==> src/rtl/circuit1_result_collector_pkg.sv <==
// Purpose : shared widths and the {z,x} result record for the Circuit1 collector.
// Latency : n/a (types and constants only).
// Backpressure: n/a.
package c1_pkg;

  localparam int C1_ZW = 8;
  localparam int C1_XW = 16;

  typedef struct packed {
    logic [C1_ZW-1:0] z;
    logic [C1_XW-1:0] x;
  } c1_result_t;

endpackage

==> src/rtl/circuit1_result_collector_if.sv <==
// Purpose : operand-side and result-side handshake bundle of the collector.
// Latency : n/a (wiring only).
// Backpressure: in_ready toward the operand source, out_valid/out_ready toward the consumer.
// slave  = collector side, master = operand source + result consumer side.
interface circuit1_result_collector_if #(
  parameter int ZW = 8,
  parameter int XW = 16,
  parameter int CW = 16
);
  logic          in_valid;
  logic          in_ready;
  logic [ZW-1:0] z_in;
  logic [XW-1:0] x_in;
  logic          out_valid;
  logic          out_ready;
  logic [ZW-1:0] out_z;
  logic [XW-1:0] out_x;
  logic          overflow;
  logic [CW-1:0] result_cnt;

  modport slave (
    input  in_valid, z_in, x_in, out_ready,
    output in_ready, out_valid, out_z, out_x, overflow, result_cnt
  );

  modport master (
    output in_valid, z_in, x_in, out_ready,
    input  in_ready, out_valid, out_z, out_x, overflow, result_cnt
  );
endinterface

==> src/rtl/c1_sync_fifo.sv <==
// Purpose : synchronous first-word-fall-through FIFO, DEPTH entries of W bits.
// Latency : a push is visible on rdata/occ the next cycle (no same-cycle bypass).
// Backpressure: none internally; pushes are ignored when full without a pop, pops when empty.
// Ports: clk, rst_n (async, active-low), push, pop, wdata, rdata (head), occ (0..DEPTH).
module c1_sync_fifo #(
  parameter int DEPTH = 4,
  parameter int W     = 24
) (
  input  logic                   clk,
  input  logic                   rst_n,
  input  logic                   push,
  input  logic                   pop,
  input  logic [W-1:0]           wdata,
  output logic [W-1:0]           rdata,
  output logic [$clog2(DEPTH):0] occ
);
  localparam int AW = $clog2(DEPTH);

  logic [W-1:0]  mem_q [DEPTH];
  logic [AW-1:0] wr_ptr_q, rd_ptr_q, last_ptr;
  logic [AW:0]   occ_q, occ_d;
  logic          do_push, do_pop, full;

  assign full    = (occ_q == (AW+1)'(DEPTH));
  assign do_pop  = pop && (occ_q != '0);
  assign do_push = push && (!full || do_pop);

  always_comb begin
    occ_d = occ_q;
    case ({do_push, do_pop})
      2'b10:   occ_d = occ_q + 1'b1;
      2'b01:   occ_d = occ_q - 1'b1;
      default: occ_d = occ_q;
    endcase
  end

  always_ff @(posedge clk or negedge rst_n) begin
    if (!rst_n) begin
      wr_ptr_q <= '0;
      rd_ptr_q <= '0;
      occ_q    <= '0;
      for (int i = 0; i < DEPTH; i++) mem_q[i] <= '0;
    end else begin
      occ_q <= occ_d;
      if (do_push) begin
        mem_q[wr_ptr_q] <= wdata;
        wr_ptr_q        <= wr_ptr_q + 1'b1;
      end
      if (do_pop) rd_ptr_q <= rd_ptr_q + 1'b1;
    end
  end

  // When empty, show the slot just behind rd_ptr so the last-read entry holds on the output.
  assign last_ptr = rd_ptr_q - 1'b1;
  assign rdata    = (occ_q == '0) ? mem_q[last_ptr] : mem_q[rd_ptr_q];
  assign occ      = occ_q;

endmodule

==> src/rtl/circuit1_result_collector.sv <==
// Purpose : re-aligns Circuit1 z (cycle T) with x (cycle T+1), buffers {z,x} in a FIFO.
// Latency : out_valid rises 2 cycles after an accepted in_valid into an empty FIFO.
// Backpressure: in_ready drops when occupancy plus the in-flight stage-1 result would fill the FIFO.
// Ports: Clk, Rst (async, active-low), bus (slave side of circuit1_result_collector_if).
module circuit1_result_collector
  import c1_pkg::*;
#(
  parameter int ZW    = C1_ZW,
  parameter int XW    = C1_XW,
  parameter int DEPTH = 4,
  parameter int CW    = 16
) (
  input  logic Clk,
  input  logic Rst,
  circuit1_result_collector_if.slave bus
);
  localparam int AW = $clog2(DEPTH);

  typedef struct packed {
    logic [ZW-1:0] z;
    logic [XW-1:0] x;
  } res_t;

  logic          v1_q, v1_d;
  logic [ZW-1:0] z1_q, z1_d;
  logic          ovf_q, ovf_d;
  logic [CW-1:0] cnt_q, cnt_d;
  logic          acc, pop;
  logic [AW:0]   occ;
  logic [AW+1:0] fill;
  res_t          wdata, rdata;

  // Counting the stage-1 result guarantees its push next cycle always finds room.
  assign fill         = {1'b0, occ} + {{(AW+1){1'b0}}, v1_q};
  assign bus.in_ready = (fill < (AW+2)'(DEPTH));
  assign acc          = bus.in_valid && bus.in_ready;

  assign wdata.z = z1_q;
  assign wdata.x = bus.x_in;
  assign pop     = bus.out_valid && bus.out_ready;

  always_comb begin
    v1_d  = acc;
    z1_d  = acc ? bus.z_in : z1_q;
    ovf_d = ovf_q | (bus.in_valid & ~bus.in_ready);
    cnt_d = cnt_q;
    if (v1_q && (cnt_q != {CW{1'b1}})) cnt_d = cnt_q + 1'b1;
  end

  always_ff @(posedge Clk or negedge Rst) begin
    if (!Rst) begin
      v1_q  <= 1'b0;
      z1_q  <= '0;
      ovf_q <= 1'b0;
      cnt_q <= '0;
    end else begin
      v1_q  <= v1_d;
      z1_q  <= z1_d;
      ovf_q <= ovf_d;
      cnt_q <= cnt_d;
    end
  end

  c1_sync_fifo #(.DEPTH(DEPTH), .W(ZW + XW)) u_fifo (
    .clk   (Clk),
    .rst_n (Rst),
    .push  (v1_q),
    .pop   (pop),
    .wdata (wdata),
    .rdata (rdata),
    .occ   (occ)
  );

  assign bus.out_valid  = (occ != '0);
  assign bus.out_z      = rdata.z;
  assign bus.out_x      = rdata.x;
  assign bus.overflow   = ovf_q;
  assign bus.result_cnt = cnt_q;

endmodule
==> src/flat_wrapper.sv <==
// flat-port wrapper written by rule: the top's interface ports become plain ports
module circuit1_result_collector_flat import c1_pkg::*;
#(
  parameter int ZW    = C1_ZW,
  parameter int XW    = C1_XW,
  parameter int DEPTH = 4,
  parameter int CW    = 16
)
  (Clk, Rst, bus_in_valid, bus_z_in, bus_x_in, bus_out_ready, bus_in_ready, bus_out_valid, bus_out_z, bus_out_x, bus_overflow, bus_result_cnt);
  circuit1_result_collector_if #(.ZW(ZW), .XW(XW), .CW(CW)) bus_i ();
  input  logic Clk;
  input  logic Rst;
  input wire logic [$bits(bus_i.in_valid)-1:0] bus_in_valid;
  input wire logic [$bits(bus_i.z_in)-1:0] bus_z_in;
  input wire logic [$bits(bus_i.x_in)-1:0] bus_x_in;
  input wire logic [$bits(bus_i.out_ready)-1:0] bus_out_ready;
  output wire logic [$bits(bus_i.in_ready)-1:0] bus_in_ready;
  output wire logic [$bits(bus_i.out_valid)-1:0] bus_out_valid;
  output wire logic [$bits(bus_i.out_z)-1:0] bus_out_z;
  output wire logic [$bits(bus_i.out_x)-1:0] bus_out_x;
  output wire logic [$bits(bus_i.overflow)-1:0] bus_overflow;
  output wire logic [$bits(bus_i.result_cnt)-1:0] bus_result_cnt;
  assign bus_i.in_valid = bus_in_valid;
  assign bus_i.z_in = bus_z_in;
  assign bus_i.x_in = bus_x_in;
  assign bus_i.out_ready = bus_out_ready;
  assign bus_in_ready = bus_i.in_ready;
  assign bus_out_valid = bus_i.out_valid;
  assign bus_out_z = bus_i.out_z;
  assign bus_out_x = bus_i.out_x;
  assign bus_overflow = bus_i.overflow;
  assign bus_result_cnt = bus_i.result_cnt;
  circuit1_result_collector #(.ZW(ZW), .XW(XW), .DEPTH(DEPTH), .CW(CW)) u_core (.Clk(Clk), .Rst(Rst), .bus(bus_i));
endmodule
==> config.mk <==
export PLATFORM = sky130hd
export DESIGN_NAME = circuit1_result_collector_flat
export DESIGN_NICKNAME = d
export VERILOG_FILES = /design/src/rtl/circuit1_result_collector_pkg.sv /design/src/rtl/circuit1_result_collector_if.sv /design/src/rtl/c1_sync_fifo.sv /design/src/rtl/circuit1_result_collector.sv /design/src/flat_wrapper.sv
export SDC_FILE = /design/constraint.sdc
export NUM_CORES = 1
export LEC_CHECK = 0
export CORE_MARGIN = 2
export CORE_UTILIZATION = 47
export DETAILED_ROUTE_END_ITERATION = 6
export GPL_TIMING_DRIVEN = 0
export HOLD_SLACK_MARGIN = 0.15
export PLACE_DENSITY_LB_ADDON = 0.3
export SYNTH_ARGS = -nofsm -noshare
export SYNTH_HDL_FRONTEND = slang
export SYNTH_SLANG_ARGS = --single-unit
==> constraint.sdc <==
create_clock -name Clk -period 2.8 [get_ports Clk]
set_input_delay 0.56 -clock Clk [delete_from_list [all_inputs] [get_ports Clk]]
set_output_delay 0.56 -clock Clk [all_outputs]
set_load 0.01 [all_outputs]
==> results by group, run 1 <==
Pwr
  • Clock share of power: about a fifth
  • PwrDens: about 1300 mW/mm2
  • Pint: roughly 7.3 mW
  • Comb pwr share: approximately 48%
  • Power Total: about 11 mW
  • Max IR drop VDD: approximately 0.63 mV
  • Leakage: 3.82 nW
  • P_sw: around 3.5 mW
  • Seq pwr share: 32.1%
  • Switching power share of the total: about a third

Final layout
  • Layout cells sized above 1: ~38%
  • Multi-input logic area: roughly 0.0031 mm2
  • FF/Latch Area: 0.00323 mm2
  • Area grow syn2layout: 27.4%
  • Net count, final: around 610
  • Fillers: between 1000 and 1500
  • Antenna Cells: 0

Worst setup path
  • Reg-to-Reg Start: u_core.u_fifo.occ[0]
  • CP Data Required Time: about 2.2 ns
  • Element type at the critical path end: output port
  • CP arrival: 2.20 ns
  • Cell mode on critical path: nand2_1
  • Critical path fanouts, max: 10
  • CP max stage delay: 0.50 ns
  • Kind of critical path: register to output port
  • Crit path max-delay cell type: mux4_2
  • Worst path cell trace: buf_12, mux4_2, nand2_1, nand2_1, clkdlybuf4s50_1
  • Worst setup SP type: register
  • Worst Setup SP: u_core.u_fifo.rd_ptr_q[1]

STA
  • Pins Over Slew Limit: 0
  • Clk_skew: between 0.015 and 0.02 ns
  • Setup violations, final: 0
  • Final-report hold violation count: 0
  • Worst slew pin tran: between 0.6 and 0.7 ns
  • RSZ-0062 raised after global routing: yes
  • WHS: about 0.47 ns
  • Clock period minus worst slack: 2.76 ns
  • Total negative slack: 0 ns
  • Final Cycle Share: a little over nine tenths
  • Max_slew headroom: approximately 56%
  • Max Fclk: between 300 and 400 MHz

Placed design
  • Port bufs: 70
  • Hpwl dp: around 9.3 mm
  • Gpl congestion: between 0.7 and 0.8

Clock network
  • Num Clock Sinks: roughly 130
  • CTS tree: built
  • Clk pin slew, worst setup/hold paths: 0.05 ns
  • CTS max path bufs: 2
  • Clock latency on the worst-skew pair: 0.42 ns
  • TritonCTS Buffers: 17
  • H-tree levels: 4
  • CTS root buffer: clkbuf_16

Min path
  • Min-delay src: u_core.bus.overflow
  • Worst hold path type: register to register

GRT
  • Initial antenna violation count: 0
  • GRT Util Overall: roughly 21%
  • Wire length of the first global-routing pass: ~23 mm
  • Vias in the first global route: approximately 4400
  • Largest net degree at the start of global routing: 77
  • Gr ovfl total: 0

Logic synthesis
  • Synthesized Nets: 509
  • Synthesized area per cell: about 14 um2
  • Mapped Area: roughly 0.0066 mm2
  • Part of the Yosys area used for sequential elements: 49.1%
  • Post-Synthesis Cells: around 470
  • Ys Warns: 0
  • Yosys reg bits: roughly 130
  • Ys async rst share: 100%
  • Main synth FF type: dfrtp_1
  • EDFF count, synth: 0
  • Yosys cell types: 40

Routing
  • Drt drc: 0
  • Drt via density: around 5.6
  • Vias post-DR: ~4300
  • Final ANT Viol Nets: 0
  • Post-Route WL: 14.3 mm
  • Pre-Repair DR Iteration Count: 4
  • Routed WL per cell: 18.7 um
  • DRT iter0 DRCs: slightly below 200

Die
  • Die X: 122 um
  • Die area: approximately 0.015 mm2
  • Die Y: around 120 um
  • Core area: 0.0138 mm2
  • Starting density of the core: around 48%
  • I/O pin cnt: between 70 and 80
  • Row cnt: 43

Run status
  • Status: complete, no violations

Job
  • Max-cap viol count: 0
[placed cells by master, fill, tap and decap left out, types with 3 or more instances in the layout]
master / instances
mux4_2: 48
o21ai_0: 3
nor4_1: 5
dfrtp_1: 126
nor3_1: 4
inv_1: 10
dfrtp_2: 3
mux2_1: 4
ha_1: 6
a21oi_1: 4
clkbuf_1: 4
nand3_1: 3
buf_12: 5
clkbuf_8: 5
mux2_2: 100
nand2_2: 4
clkdlybuf4s50_1: 52
buf_4: 6
clkinv_2: 3
xnor2_1: 7
buf_6: 13
nand2_1: 80
clkbuf_16: 18
dlymetal6s2s_1: 17
and2_1: 5
nor2_1: 5
xor2_1: 9
[metrics by stage]
stage / setup slack, ns / util (%) / instances / instance area, um2
after floorplan: 0.612 / - / 474 / 6580
after CTS: 0.00773 / 59.8 / 760 / 8230
after global placement: -3.78 / 54.5 / 724 / 7500
after global routing: -0.0292 / 60.8 / 764 / 8380
final: 0.0393 / 60.8 / 764 / 8380
after detailed placement: -0.0784 / 54.7 / 725 / 7530
[power by group through the flow]
stage,clock network (mW),logic (mW),registers (mW)
floorplan,0,3.36,3.21
global placement,0,4.81,3.33
detailed placement,0,4.93,3.43
CTS,2.21,5.10,3.43
global route,2.31,5.54,3.58
finish,2.18,5.13,3.45
[state kept, by name, summed over array words and instances (netlist names)]
signal                  cells
u_core.u_fifo.mem_q        96
u_core.bus.result_cnt      16
u_core.z1_q                 8
u_core.u_fifo.occ           3
u_core.u_fifo.rd_ptr_q      2
u_core.u_fifo.wr_ptr_q      2
u_core.bus.overflow         1
u_core.v1_q                 1
[synthesized netlist by cell type, drive strengths merged (2+ instances only)]
master / number / area (um2)
nand2: 84 / 325
mux4: 48 / 1080
mux2: 105 / 1190
nand4: 2 / 12.5
o21ai: 3 / 15.0
ha: 6 / 75.1
dfrtp: 129 / 3230
inv: 11 / 41.3
a21oi: 4 / 20.0
a31oi: 2 / 12.5
nor3: 5 / 30.0
xnor2: 7 / 61.3
xor2: 9 / 78.8
and2: 5 / 31.3
nor2: 5 / 18.8
clkbuf: 5 / 18.8
nand3: 4 / 25.0
or3: 2 / 12.5
nor4: 5 / 31.3
and3: 2 / 12.5
nand2b: 2 / 12.5
buf: 19 / 144
[area by class of cell]
| cell class | instances | share of cell area (%) |
|---|---|---|
| Buffer | 23 | 3.29 |
| Clock buffer | 26 | 6.08 |
| Clock inverter | 5 | 0.896 |
| Inverter | 11 | 0.493 |
| Multi-Input combinational cell | 310 | 37.6 |
| Sequential cell | 129 | 38.6 |
| Tap cell | 180 | 2.69 |
| Timing Repair Buffer | 80 | 10.4 |
[worst paths after layout]
| check | end | slack [ns] | cells after the start |
|---|---|---|---|
| worst max register to register | u_core.u_fifo.occ[2] | 0.58 | 9 |
| worst max-delay path | bus_out_x[0] | 0.04 | 5 |
| worst min-delay path | u_core.bus.overflow | 0.47 | 1 |
| max in group asynchronous | u_core.u_fifo.rd_ptr_q[0] | 1.38 | 3 |
| min in group asynchronous | u_core.u_fifo.mem_q[9] | 0.67 | 2 |
| worst min register to register | u_core.bus.overflow | 0.47 | 1 |
[logic make-up (layout without fill, tap and decap cells)]
| family | after synthesis | after routing | synth area share (%) |
|---|---|---|---|
| XOR/XNOR | 16 | 16 | 2.13 |
| buffers and inverters | 35 | 145 | 3.10 |
| flip-flops | 129 | 129 | 49.1 |
| adder cells (fa/ha/maj) | 7 | 7 | 1.45 |
| AND/OR/NAND/NOR | 119 | 119 | 8.18 |
| AO/OA/AOI/OAI | 14 | 14 | 1.41 |
| multiplexers | 154 | 154 | 34.6 |
[per-layer routing]
metal / track usage (%) / wire (um) / vias to the layer above
li1: - / - / 1930
met1: 26.4 / 6150 / 2223
met2: 34.3 / 7320 / 94
met3: 5.99 / 624 / 11
met4: 6.18 / 150 / 0
met5: 0 / 0 / -
[critical path, delay by kind of cell, from the launching register on]
kind                   cells  cell delay (ns)
AND/OR/NAND/NOR            2             0.16
flip-flops                 1             0.46
buffers and inverters      2             0.66
multiplexers               1             0.50
[repair_timing]
action,CTS,global route
pin swaps,1,0
gates cloned,0,1
hold buffers,1,0
setup endpoints to repair,25,23
gates resized for setup,30,29
hold endpoints to repair,53,0
buffers inserted,4,3
Power figures use the tool's default switching activity.
==> run 2, diff against run 1 <==
- CTS_CLUSTER_DIAMETER: not set -> 60
==> results of run 2 <==
The final DEF is identical to that of run 1; final timing and power are the same.
==> run 3, diff against run 2 <==
- ABC_AREA: not set -> 1
- CAP_MARGIN: not set -> 30
==> run 3 against run 2 <==
  * The flow now finishes with violations (setup timing)
  * Fmax fell by 2.0%
  * Clock skew is 0.010 ns lower
  * First-iteration DRC count increased to 4.4 times the previous value
  * Non-clock buffer count is 28 higher
  * Largest power group unchanged
  * Worst setup slack worse by 0.057 ns
  * Clock power increased by 8%
  * Final area is 6.0% higher
==> results by group, run 3 <==
Run status
  • Status: finished with violations
  • Failing checks: setup timing

Pwr
  • Leakage: 4.47 nW (+17%)
  • PwrDens: 1260 mW/mm2 (-1.5%)
  • Clock share of power: 21.0% (+0.8 points)
  • Seq pwr share: 28.7% (-3.4 points)
  • P_sw: 4.86 mW (+41%)
  • Pint: 6.37 mW (-13%)
  • Comb pwr share: 50.4% (+2.7 points)
  • Max IR drop VDD: 0.686 mV (+9.4%)
  • Switching power share of the total: 43.3% (+11 points)

Logic synthesis
  • Area share of the largest cell type after synthesis: 45.4% (-3.7 points)
  • Synth top cells by count: nand2_1, o21ai_0, dfrtp_1
  • Main area contributors after synthesis: dfrtp_1, nand2_1, o21ai_0, inv_1, a21oi_1
  • Area leader, netlist: dfrtp_1
  • EDFF count, synth: 0 (unchanged)
  • Ys Warns: 0 (unchanged)
  • Mapped Area: 0.00711 mm2 (+8.2%)
  • Most frequent cell after synthesis: nand2_1
  • Ys async rst share: 100% (unchanged)
  • Post-Synthesis Cells: 1009 (+110%)
  • Part of the Yosys area used for sequential elements: 45.4% (-3.7 points)
  • Synthesized Nets: 1044 (+110%)
  • Synthesized area per cell: 7.05 um2 (-49%)
  • Yosys cell types: 29 (-28%)
  • Yosys reg bits: 129 (unchanged)
  • Main synth FF type: dfrtp_1

Min path
  • Worst hold path type: register to register

GRT
  • Wire length of the first global-routing pass: 34.9 mm (+51%)
  • Largest net degree at the start of global routing: 85 (+10%)
  • GRT Util Overall: 27.9% (+7.2 points)
  • Initial antenna violation count: 0 (unchanged)
  • Gr ovfl total: 0 (unchanged)
  • Vias in the first global route: 6783 (+53%)

Die
  • Starting density of the core: 48.6% (+0.83 points)
  • Row cnt: 44 (+2.3%)
  • Die X: 127 um (+3.9%)
  • Die Y: 127 um (+3.9%)
  • I/O pin cnt: 71 (unchanged)
  • Core area: 0.0146 mm2 (+6.3%)
  • Die area: 0.0161 mm2 (+7.9%)

Final layout
  • Fillers: 1326 (+21%)
  • Commonest non-fill, non-tap cell in the layout: nand2_1
  • Area grow syn2layout: 24.9%
  • Antenna Cells: 0 (unchanged)
  • Top reg by flops: u_core.u_fifo.mem_q
  • Layout cells sized above 1: 9.04% (-28 points)
  • Max reg flops: 96 (unchanged)
  • Net count, final: 1139 (+88%)
  • Commonest non-fill, non-tap cells in the layout: nand2_1, o21ai_0, dfrtp_1

Clock network
  • Num Clock Sinks: 129 (unchanged)
  • Clk pin slew, worst setup/hold paths: 0.06 ns (about the same)
  • Clock latency on the worst-skew pair: 0.43 ns (about the same)
  • H-tree levels: 4 (unchanged)
  • TritonCTS Buffers: 17 (unchanged)
  • CTS root buffer: clkbuf_16
  • CTS tree: built
  • CTS max path bufs: 2 (unchanged)

Routing
  • Final ANT Viol Nets: 0 (unchanged)
  • Drt drc: 0 (unchanged)
  • Post-Route WL: 21.9 mm (+54%)
  • Pre-Repair DR Iteration Count: 7 (+3)
  • Routed WL per cell: 16.8 um (-9.9%)
  • Vias post-DR: 7227 (+70%)
  • Drt via density: 5.55 (-0.33%)
  • DRT iter0 DRCs: 849 (+340%)

Job
  • Max-cap viol count: 0 (unchanged)

Worst setup path
  • Delay-heaviest family, CP: buffers and inverters
  • Kind of critical path: register to output port
  • CP bufs+invs: 5 (+3)
  • Crit path max-delay cell type: clkdlybuf4s50_1
  • CP arrival: 2.26 ns (+0.06 ns)
  • Worst path cell trace: buf_4, inv_4, nand2_4, inv_4, buf_6, nand2_1, nand3_1, nand2_1, nand2_1, clkdlybuf4s50_1
  • CP max stage delay: 0.53 ns (+0.03 ns)
  • Worst setup SP type: register
  • CP Data Required Time: 2.24 ns (about the same)
  • Critical path fanouts, max: 10 (unchanged)
  • Cell mode on critical path: nand2_1
  • Element type at the critical path end: output port

STA
  • Setup violations, final: 2 (+2)
  • Final Cycle Share: 101% (+2.0 points)
  • Clock period minus worst slack: 2.82 ns (+0.0568 ns)
  • Final-report hold violation count: 0 (unchanged)
  • WHS: 0.456 ns (-0.0181 ns)
  • Max_slew headroom: 56.0% (+0.29 points)
  • Total negative slack: -0.0182 ns (-0.0182 ns)
  • Worst slew pin tran: 0.659 ns (+0.00178 ns)
  • Max Fclk: 355 MHz (-2.0%)
  • Clk_skew: 0.00693 ns (-0.0100 ns)
  • Pins Over Slew Limit: 0 (unchanged)
  • RSZ-0062 raised after global routing: yes
  • Setup WS post-layout: -0.0175 ns (-0.0568 ns)

Placed design
  • Hpwl dp: 14.3 mm (+53%)
  • Worst slack at placement: -0.201 ns (-0.123 ns)
  • Port bufs: 70 (unchanged)
  • Gpl congestion: 0.897 (+13%)
## run 3: cell types whose count changed after synthesis, sizes merged, moves of 12 or more
cell    change
nand2     +313
o21ai     +175
mux2      -105
inv        +86
mux4       -48
a21oi      +42
nor2       +33
clkbuf     +19
nand3      +19
o22ai      +15
buf        +12
## run 3: power groups by stage
| stage | Combinational [mW] | Clock, mW | Sequential [mW] |
|---|---|---|---|
| 2_1_floorplan | 3.35 | 0 | 3.08 |
| 3_3_place_gp | 5.32 | 0 | 3.19 |
| 3_5_place_dp | 5.42 | 0 | 3.21 |
| 4_1_cts | 5.61 | 2.36 | 3.19 |
| 5_1_grt | 6.24 | 2.45 | 3.32 |
| 6_report | 5.66 | 2.35 | 3.22 |
## run 3: layer usage
layer | global-route usage, % | up-vias | part of all wire [%]
li1 | - | 3410 | -
met1 | 37.0 | 3327 | 41
met2 | 44.1 | 419 | 46
met4 | 12.5 | 0 | 3.3
met5 | 0 | - | 0
met3 | 6.11 | 71 | 9.5
## run 3: path summary, 6_finish.rpt
kind	startpoint	end	slack, ns	cells past startpoint
setup / recovery	u_core.u_fifo.rd_ptr_q[0]	bus_out_x[11]	-0.02	10
hold / removal	u_core.bus.overflow	u_core.bus.overflow	0.46	1
setup reg to reg	u_core.u_fifo.occ[0]	u_core.u_fifo.occ[2]	0.39	11
hold reg to reg	u_core.bus.overflow	u_core.bus.overflow	0.46	1
max in group asynchronous	Rst	u_core.u_fifo.mem_q[39]	1.36	3
min in group asynchronous	Rst	u_core.bus.result_cnt[4]	0.64	2
## run 3: through the flow
stage	cells	power [mW]	cell area [um2]	utilization (%)
finish	1301	11.2	8880	60.7
global placement	1263	8.52	8040	54.9
CTS	1301	11.2	8830	60.3
floorplan	1009	6.43	7110	-
detailed placement	1264	8.64	8070	55.1
global route	1301	12.0	8880	60.7
## run 3: worst reg2reg max path, cell delays in order (launching register included)
cell,delay (ns)
dfrtp_1,0.42
nor2_2,0.16
nand2_1,0.08
o21ai_2,0.21
buf_4,0.23
buf_4,0.20
ha_1,0.16
inv_1,0.06
fa_1,0.38
a21oi_1,0.14
o21ai_0,0.11
xor2_1,0.15
## run 3: cell families after synthesis
family / count (synthesis) / share of synthesized area (%)
adder cells (fa/ha/maj): 7 / 1.34
AO/OA/AOI/OAI: 243 / 17.6
AND/OR/NAND/NOR: 469 / 25.8
flip-flops: 129 / 45.4
buffers and inverters: 153 / 8.94
XOR/XNOR: 8 / 0.985
## run 3: area by class of cell
type	count	area [um2]	area share [%]
multi-input combinational	727	3280	36.9
sequential	129	3230	36.3
timing repair buffer	76	788	8.87
clock buffer	21	460	5.18
inverter	98	373	4.20
buffer	55	364	4.10
tap	184	230	2.59
clock inverter	11	160	1.80
## run 3: repair_timing
item,in CTS,in global routing
buffers inserted,4,0
resized for setup,61,21
pin swaps,1,0
endpoints found under the hold margin,45,0
hold buffers,1,0
setup endpoints to repair,25,15
